`config.mk`:
```
export PLATFORM = sky130hd
export DESIGN_NAME = usr_shift_reg_flat
export DESIGN_NICKNAME = d
export VERILOG_FILES = /design/src/rtl/usr_shift_reg_if.sv /design/src/rtl/usr_shift_reg.sv /design/src/flat_wrapper.sv
export SDC_FILE = /design/constraint.sdc
export NUM_CORES = 1
export LEC_CHECK = 0
export ABC_AREA = 1
export BUFFER_PORTS_ARGS = -buffer_cell sky130_fd_sc_hd__buf_2
export CAP_MARGIN = 40
export CORE_AREA = 2 2 39 41
export CTS_CLUSTER_SIZE = 20
export DETAILED_ROUTE_END_ITERATION = 7
export DIE_AREA = 0 0 41 43
export GPL_TIMING_DRIVEN = 0
export PLACE_DENSITY = 0.71
export SYNTH_ARGS = -nofsm -noshare
export SYNTH_HDL_FRONTEND = slang
export SYNTH_HIERARCHICAL = 1
export SYNTH_SLANG_ARGS = --single-unit
```
`constraint.sdc`:
```
create_clock -name clk -period 1.2 [get_ports clk]
set_input_delay 0.06 -clock clk [delete_from_list [all_inputs] [get_ports clk]]
set_output_delay 0.06 -clock clk [all_outputs]
set_load 0.01 [all_outputs]
```
`src/rtl/usr_shift_reg_if.sv`:
```
// Bus bundle for the universal shift register: control, serial/parallel data and status.
interface usr_shift_reg_if #(
  parameter int WIDTH = 1,
  parameter int DEPTH = 4
);
  logic                   en;
  logic [1:0]             mode;
  logic [WIDTH-1:0]       sin_r;
  logic [WIDTH-1:0]       sin_l;
  logic [WIDTH*DEPTH-1:0] pin;
  logic [WIDTH-1:0]       sout_r;
  logic [WIDTH-1:0]       sout_l;
  logic [WIDTH*DEPTH-1:0] pout;
  logic                   busy;
  logic                   done;

  modport master (
    output en, mode, sin_r, sin_l, pin,
    input  sout_r, sout_l, pout, busy, done
  );

  modport slave (
    input  en, mode, sin_r, sin_l, pin,
    output sout_r, sout_l, pout, busy, done
  );
endinterface

```
`src/rtl/usr_shift_reg.sv`:
```
// Universal shift register: DEPTH stages of WIDTH bits with hold/right/left/load,
// plus a shift counter that flags when a loaded word has been fully serialised.
module usr_shift_stage #(
  parameter int WIDTH = 1
) (
  input  logic             clk,
  input  logic             rst,
  input  logic             en,
  input  logic [1:0]       mode,
  input  logic [WIDTH-1:0] from_hi,
  input  logic [WIDTH-1:0] from_lo,
  input  logic [WIDTH-1:0] load_val,
  output logic [WIDTH-1:0] q
);
  always_ff @(posedge clk or negedge rst) begin
    if (!rst) q <= '0;
    else if (en) begin
      case (mode)
        2'b01:   q <= from_hi;
        2'b10:   q <= from_lo;
        2'b11:   q <= load_val;
        default: q <= q;
      endcase
    end
  end
endmodule

module usr_shift_reg #(
  parameter int WIDTH = 1,
  parameter int DEPTH = 4
) (
  input  logic            clk,
  input  logic            rst,
  usr_shift_reg_if.slave  bus
);
  localparam int CW = $clog2(DEPTH + 1);

  logic [DEPTH-1:0][WIDTH-1:0] stg;
  logic [DEPTH-1:0][WIDTH-1:0] hi;
  logic [DEPTH-1:0][WIDTH-1:0] lo;
  logic [CW-1:0]               cnt;
  logic                        done_q;
  logic                        shift;
  logic                        load;

  // Neighbour wiring: the end stages take the serial inputs instead of a neighbour.
  for (genvar i = 0; i < DEPTH; i++) begin : g_stage
    if (i == DEPTH - 1) begin : g_top
      assign hi[i] = bus.sin_r;
    end else begin : g_mid_hi
      assign hi[i] = stg[i+1];
    end
    if (i == 0) begin : g_bot
      assign lo[i] = bus.sin_l;
    end else begin : g_mid_lo
      assign lo[i] = stg[i-1];
    end

    usr_shift_stage #(.WIDTH(WIDTH)) u_stg (
      .clk      (clk),
      .rst      (rst),
      .en       (bus.en),
      .mode     (bus.mode),
      .from_hi  (hi[i]),
      .from_lo  (lo[i]),
      .load_val (bus.pin[i*WIDTH +: WIDTH]),
      .q        (stg[i])
    );
  end

  assign shift = bus.en && (bus.mode == 2'b01 || bus.mode == 2'b10);
  assign load  = bus.en && (bus.mode == 2'b11);

  // Load (re)arms the counter; abandoned words never produce done.
  always_ff @(posedge clk or negedge rst) begin
    if (!rst) begin
      cnt    <= '0;
      done_q <= 1'b0;
    end else begin
      done_q <= 1'b0;
      if (load) cnt <= CW'(DEPTH);
      else if (shift && cnt != '0) begin
        cnt <= cnt - 1'b1;
        if (cnt == CW'(1)) done_q <= 1'b1;
      end
    end
  end

  assign bus.pout   = stg;
  assign bus.sout_r = stg[0];
  assign bus.sout_l = stg[DEPTH-1];
  assign bus.busy   = (cnt != '0);
  assign bus.done   = done_q;
endmodule
```
`src/flat_wrapper.sv`:
```
// flat-port wrapper written by rule: the top's interface ports become plain ports
module usr_shift_reg_flat 
#(
  parameter int WIDTH = 1,
  parameter int DEPTH = 4
)
  (clk, rst, bus_en, bus_mode, bus_sin_r, bus_sin_l, bus_pin, bus_sout_r, bus_sout_l, bus_pout, bus_busy, bus_done);
  usr_shift_reg_if #(.WIDTH(WIDTH), .DEPTH(DEPTH)) bus_i ();
  input  logic clk;
  input  logic rst;
  input wire logic [$bits(bus_i.en)-1:0] bus_en;
  input wire logic [$bits(bus_i.mode)-1:0] bus_mode;
  input wire logic [$bits(bus_i.sin_r)-1:0] bus_sin_r;
  input wire logic [$bits(bus_i.sin_l)-1:0] bus_sin_l;
  input wire logic [$bits(bus_i.pin)-1:0] bus_pin;
  output wire logic [$bits(bus_i.sout_r)-1:0] bus_sout_r;
  output wire logic [$bits(bus_i.sout_l)-1:0] bus_sout_l;
  output wire logic [$bits(bus_i.pout)-1:0] bus_pout;
  output wire logic [$bits(bus_i.busy)-1:0] bus_busy;
  output wire logic [$bits(bus_i.done)-1:0] bus_done;
  assign bus_i.en = bus_en;
  assign bus_i.mode = bus_mode;
  assign bus_i.sin_r = bus_sin_r;
  assign bus_i.sin_l = bus_sin_l;
  assign bus_i.pin = bus_pin;
  assign bus_sout_r = bus_i.sout_r;
  assign bus_sout_l = bus_i.sout_l;
  assign bus_pout = bus_i.pout;
  assign bus_busy = bus_i.busy;
  assign bus_done = bus_i.done;
  usr_shift_reg #(.WIDTH(WIDTH), .DEPTH(DEPTH)) u_core (.clk(clk), .rst(rst), .bus(bus_i));
endmodule
```
# After elaboration in Yosys (flattened, before gate mapping)
# Index checks and enable logic that the tools add are counted.
# W data, S select, Z words.
dict set report op_classes {
  n_mux 9
  n_addsub 1
  n_eq_ne 4
  n_reduce_logical 8
}
# operator n
set op_table {}
lappend op_table {{$pmux W1 S3} 4}
lappend op_table {{$mux W3} 2}
lappend op_table {{$reduce_bool A3 Y1} 2}
lappend op_table {{$eq A2 B2 Y1 const B} 2}
lappend op_table {{$eq A3 B1 Y1 const B} 1}
lappend op_table {{$logic_and A1 B1 Y1} 3}
lappend op_table {{$mux W1} 3}
lappend op_table {{$sub A3 B1 Y3 const B} 1}
lappend op_table {{$eq A2 B1 Y1 const B} 1}
lappend op_table {{$reduce_and A2 Y1} 1}
lappend op_table {{$reduce_bool A2 Y1} 1}
lappend op_table {{$logic_or A1 B1 Y1} 1}
dict set report totals {
  out_inout_bits 8
  in_bits 11
  register_bits 8
}

# Depth between registers and ports, before layout
# Gate-level depths: netlist (run 1).
dict set report depth {
  depth_word 6
  mapped_depth 7
  mapped_depth_nobuf 7
}

# Hierarchy
# Netlist (run 1), hierarchy kept.
# mod n_inst cells_each area_each_um2
set modules_own_cells {}
lappend modules_own_cells {usr_shift_stage 4 12 75.1}
lappend modules_own_cells {usr_shift_reg 1 35 286.5}

# Least setup slack after synthesis (run 1)
# Ideal clock, no wire load.
dict set report synth_path {
  kind {register to register}
  from {register u_core.cnt[0]}
  to {register u_core.cnt[2]}
  setup_slack_ps 136
  t_required_ps 1083
  t_arrival_ps 947
  stages_incl_launch_ff 8
  synth_period_minus_slack_ps 1064
  cell_sequence {dfrtp_1 inv_1 ha_1 nand2_4 nand2_4 nand2_2 nand2_1 nand2_1}
}
dict set report synth_via {
  elab_chain_cells 3
}
# item line_no
set synth_rtl {}
lappend synth_rtl {{start: declaration} usr_shift_reg.sv:41} ;# logic [CW-1:0] cnt;
lappend synth_rtl {{start signal: assignment} usr_shift_reg.sv:81} ;# if (load) cnt <= CW'(DEPTH);
lappend synth_rtl {{start signal: assignment} usr_shift_reg.sv:83} ;# cnt <= cnt - 1'b1;
lappend synth_rtl {{$reduce_bool A3 Y1} -}
lappend synth_rtl {{named net bus_busy} flat_wrapper.sv:19} ;# output wire logic [$bits(bus_i.busy)-1:0] bus_busy;
lappend synth_rtl {{$logic_and A1 B1 Y1} usr_shift_reg.sv:82} ;# else if (shift && cnt != '0) begin
lappend synth_rtl {{$reduce_bool A2 Y1 (no source line)} -}
# The timed path passes the listed nets, and every way through them passes these cells. The select of a mux whose other input is x is not followed.
# A chain may end at the register's enable or synchronous reset.

# Worst setup path after layout (run 1)
dict set report layout_path {
  from {register u_core.cnt[0]}
  to {output bus_busy}
}
dict set report layout_via {
  elab_chain_cells 1
}
# item line_no
set layout_rtl {}
lappend layout_rtl {{$reduce_bool A3 Y1} usr_shift_reg.sv:92} ;# assign bus.busy = (cnt != '0);
lappend layout_rtl {{end: declaration} flat_wrapper.sv:19}
# No other way between the ends.

==> results.md, run 1 <==
- Outcome: finished clean
- Die Wd: 41 µm
- Die Height: 43 µm
- Leakage: 0.460 nW
- Max-slew headroom: 0.788
- CTS Buf Count: 3
- Final Max Slew Viols: 0
- Critical path startpoint: u_core/cnt[0]
- Total grt overflow: 0
- Crit. End Element: output port
- Initial drt markers: 9
- Initial antenna violation count: 0
- FP Rows: 14
- Vias in the first global route: 509
- DR vias: 585
- Crit path time final: 1.15 ns
- Final wirelength: 1230 µm
- N_diodes: 0
- Pre-CTS setup slack: 0.000764 ns
- Clock slew at reported path FFs: 0.06 ns
- CTS sink cnt: 8
- Reg-to-Reg Start: u_core/cnt[0]
- HPWL Detailed: 889 µm
- Final net count: 123
- Max IR drop VDD: 0.958 mV
- Worst-skew pair later-pin latency: 0.25 ns
- Fraction of layout cells with a size suffix above 1: 0.330
- Cells after Synth: 83
- Final worst path period share: 0.956
- Placed instance count: 117
- Final setup viols: 0
- Sequential element share of the synthesized area: 0.341
- Syn_area_per_cell: 7.07 µm²
- Max FO, Critical Path: 3
- Total track usage: 0.163
- Core area: 0.00138 mm²
- Kind of critical path: reg -> out
- R2R setup slack: 0.14 ns
- Clock Tree Root: clkbuf_4
- CTS Buffer Depth: 2
- Critical Path RT: 1.14 ns
- Post-layout util: 0.542
- Arr. time, crit path: 1.09 ns
- Largest net degree at the start of global routing: 18
- Worst Hold End: u_core/g_stage[3].u_stg/q
- CTS tree: built
- Hold_sp: bus_sin_r
- Number of remaining DRC errors: 0
- Setup TNS: 0 ns
- WHS Path Cells: 5
- Setup ws final: 0.0532 ns
- Die area: 0.00176 mm²
- Max-cap violation count: 0
- HP Class: in -> reg
- R2R depth: 7
- Hold Vio Cnt, Final: 0
- Clock Skew: 0.000995 ns
- Drt via density: 4.80
- First drt pass iteration count: 4
- Finished Layout Cells: 122
- Antenna viol nets, final: 0
- CP Launch Type: flip-flop
- Area grow syn2layout: 27.7%
- GP Congestion: 0.755
- RSZ-0062 raised after global routing: false
- Syn Nets: 98
- Power per cell area: 1590 mW/mm²
- Syn Std Cell Area: 587 µm²
- Worst Tran Pin Value: 0.318 ns
- Max frequency: 872 MHz
- PortBufs: 18
- First-pass GRT wire length: 1960 µm
- Yosys warns: 6
- RR Endpoint: u_core/cnt[2]
- DR WL/cell: 10.1 µm
- CTS HTree Levels: 1
- I/O pins: 19
- FF+latch count, synth: 8
- Yosys cell types: 14
- Starting Density: 0.424
==> power breakdown <==
part / leakage (nW) / internal, mW / switching (mW)
clock network: 0.0138 / 0.115 / 0.0937
registers: 0.102 / 0.342 / 0.0594
logic: 0.344 / 0.255 / 0.327
total: 0.460 / 0.712 / 0.480
==> cell usage after synthesis <==
cell	number	area, µm²
nand2_4	2	22.5
nand3_1	17	85.1
ha_1	4	50.1
o21ai_2	4	35.0
dfrtp_1	8	200
a21oi_1	1	5.00
nand2_1	25	93.8
nor2_1	1	3.75
nand4_1	1	6.26
inv_1	15	56.3
nand2_2	1	6.26
clkinv_1	1	3.75
inv_2	1	3.75
buf_4	2	15.0
==> worst max-delay path by stage <==
stage,slack (ns),cells after the start,end
global route,0.01,4,bus_busy
floorplan,0.14,7,u_core/cnt[2]
global placement,0.02,8,u_core/cnt[2]
CTS,0.004,4,bus_busy
finish,0.05,4,bus_busy
detailed placement,0.0008,8,u_core/cnt[2]
==> layer usage <==
layer,part of all wire,track usage,vias up,wire (µm)
met5,0,0,-,0
met4,0.0089,0.0600,0,11
met3,0.041,0.0628,2,51
met2,0.53,0.234,10,650
met1,0.42,0.213,266,516
li1,-,-,307,-
==> layout make-up <==
| class | count | area [µm²] |
|---|---|---|
| Buffer | 2 | 15.0 |
| Clock buffer | 3 | 22.5 |
| Fill cell | 138 | 634 |
| Inverter | 17 | 63.8 |
| Multi-Input combinational cell | 56 | 320 |
| Sequential cell | 8 | 200 |
| Tap cell | 16 | 20.0 |
| Timing Repair Buffer | 20 | 108 |
==> registers in the layout, summed over array words and instances, names as in the netlist <==
| signal | flops |
|---|---|
| u_core/g_stage.u_stg/q | 4 |
| u_core/cnt | 3 |
| u_core/bus.done | 1 |
==> metrics by stage <==
step / hold slack (ns) / area, µm² / power, mW
after floorplan: -0.236 / 587 / 0.762
after global placement: -0.0854 / 697 / 0.896
after CTS: 0.117 / 739 / 1.16
final: 0.116 / 749 / 1.19
after global routing: 0.132 / 749 / 1.31
after detailed placement: -0.0813 / 697 / 0.913
==> cells by family (layout without fill, tap and decap cells) <==
kind of cell,after synthesis,after routing,synth area share
flops,8,8,0.341
compound gates,5,5,0.0682
simple gates,47,47,0.371
fa+ha+maj,4,4,0.0853
buf+inv,19,42,0.134
==> worst max-delay path, cell delays in order, from the launching register on <==
cell and delay, ns:
dfrtp_1 0.40, inv_2 0.10, ha_4 0.14, nand2_4 0.06, buf_2 0.14
==> cells in the final DEF, fill, tap and decap left out, drive strengths merged <==
master       instances
dfrtp                8
clkinv               1
nand2               28
a21oi                1
ha                   4
buf                 21
nor2                 1
inv                 16
o21ai                4
dlygate4sd3          1
nand4                1
clkbuf               3
nand3               17
==> repair_timing <==
action                                  in CTS  in global routing
endpoints found under the hold margin        8                  0
endpoints found under the setup margin       1                  1
buffers inserted                             1                  0
resized for setup                            2                  2
hold buffers                                 1                  0
pin swaps                                    0                  1
Note: power is estimated with default switching activity, not from simulation.
==> run 2: changes to the inputs <==
Settings changed: HOLD_SLACK_MARGIN set to 0.15, SKIP_LAST_GASP set to 1.
==> results.md, run 2 (synthesis gave the netlist of run 1 again) <==
- Outcome: finished clean
- N_diodes: 0
- Crit path time final: 1.15 ns
- Comb pwr share: 0.490
- Max FO, Critical Path: 3
- Clock Skew: 0.000983 ns
- HP Class: in -> reg
- Antenna viol nets, final: 0
- Slowest stage delay, CP: 0.40 ns
- Max frequency: 872 MHz
- First drt pass iteration count: 4
- Setup TNS: 0 ns
- P_int: 0.715 mW
- Starting Density: 0.424
- FP Rows: 14
- PortBufs: 18
- Clock power share: 0.174
- Max-slew headroom: 0.788
- GP Congestion: 0.755
- Number of remaining DRC errors: 0
- Worst path top cell family by delay: flip-flops
- Kind of critical path: reg -> out
- Drt via density: 4.77
- Area grow syn2layout: 29.4%
- CP cell instances: inv_2 > ha_4 > nand2_4 > buf_2
- Clock Tree Root: clkbuf_4
- Final worst path period share: 0.956
- Total grt overflow: 0
- Clock slew at reported path FFs: 0.06 ns
- Final Max Slew Viols: 0
- Sw frac: 0.402
- CTS tree: built
- Commonest non-fill, non-tap cells in the layout: 25 x nand2_1, 18 x buf_2, 17 x nand3_1
- First-pass GRT wire length: 1970 µm
- Die area: 0.00176 mm²
- CTS Buf Count: 3
- Vias in the first global route: 512
- Max IR drop VDD: 0.958 mV
- DR vias: 587
- DR WL/cell: 10.0 µm
- Hold Vio Cnt, Final: 0
- Slowest cell on crit path: dfrtp_1
- Max reg flops: 4
- Final net count: 124
- RSZ-0062 raised after global routing: false
- Fraction of layout cells with a size suffix above 1: 0.327
- Crit. End Element: output port
- I/O pins: 19
- HPWL Detailed: 889 µm
- Leakage: 0.464 nW
- CTS HTree Levels: 1
- Net Sw Power: 0.481 mW
- Core area: 0.00138 mm²
- Pre-CTS setup slack: 0.000764 ns
- Setup ws final: 0.0532 ns
- Largest net degree at the start of global routing: 18
- Max-cap violation count: 0
- Die Wd: 41 µm
- Initial drt markers: 9
- Arr. time, crit path: 1.09 ns
- Final setup viols: 0
- CP Launch Type: flip-flop
- CTS Buffer Depth: 2
- Power per cell area: 1570 mW/mm²
- CTS sink cnt: 8
- Most common cell after layout, fill and taps aside: nand2_1
- Largest Register: u_core/g_stage.u_stg/q
- Final wirelength: 1240 µm
- Die Height: 43 µm
- Worst-skew pair later-pin latency: 0.25 ns
- Flop pwr share: 0.336
- Worst Path Buf+Inv: 2
- Total track usage: 0.164
- Initial antenna violation count: 0
- Critical Path RT: 1.14 ns
- Worst Tran Pin Value: 0.318 ns
==> run 2: final timing paths <==
check,from,endpoint,slack [ns],cells past startpoint
worst min register to register,u_core/g_stage[3].u_stg/q,u_core/g_stage[3].u_stg/q,0.53,2
worst min-delay path,bus_pin[3],u_core/g_stage[3].u_stg/q,0.15,5
max in group asynchronous,rst,u_core/g_stage[1].u_stg/q,0.86,2
worst max register to register,u_core/cnt[0],u_core/cnt[2],0.14,7
min in group asynchronous,rst,u_core/cnt[2],0.17,2
worst max-delay path,u_core/cnt[0],bus_busy,0.05,4
==> run 2: routing by layer <==
metal  wire [µm]  global-route usage
met5           0                   0
met2         650               0.234
met4          11              0.0600
met3          51              0.0628
met1         522               0.216
==> run 2: final cells by class <==
type | count | area, µm²
Buffer | 2 | 15.0
Clock buffer | 3 | 22.5
Fill cell | 136 | 624
Inverter | 17 | 63.8
Multi-Input combinational cell | 56 | 320
Sequential cell | 8 | 200
Tap cell | 16 | 20.0
Timing Repair Buffer | 21 | 118
==> run 2: power by group through the flow <==
stage	logic [mW]	clock network, mW	registers [mW]
2_1_floorplan	0.356	0	0.406
3_3_place_gp	0.494	0	0.401
3_5_place_dp	0.508	0	0.405
4_1_cts	0.548	0.213	0.399
5_1_grt	0.665	0.232	0.411
6_report	0.585	0.208	0.402
==> run 2: repair_timing <==
item / CTS / global route
endpoints found under the hold margin: 9 / 0
hold buffers: 2 / 0
setup buffers: 1 / 0
endpoints found under the setup margin: 1 / 1
resized for setup: 2 / 2
pin swaps: 0 / 1
==> run 2: worst register-to-register path, cell delays in order (launching register included) <==
cell     delay [ns]
dfrtp_1        0.40
inv_2          0.10
ha_4           0.14
nand2_4        0.06
nand2_4        0.09
nand2_2        0.06
nand2_1        0.06
nand2_1        0.04
==> run 2: stage by stage <==
step           instance area [µm²]  instances   util  total power, mW  hold slack [ns]
3_5_place_dp                   697        117  0.504            0.913          -0.0813
2_1_floorplan                  587         83      -            0.762           -0.236
3_3_place_gp                   697        117  0.504            0.896          -0.0854
4_1_cts                        749        123  0.542             1.16            0.151
6_report                       759        123  0.549             1.20            0.149
5_1_grt                        759        123  0.549             1.31            0.160
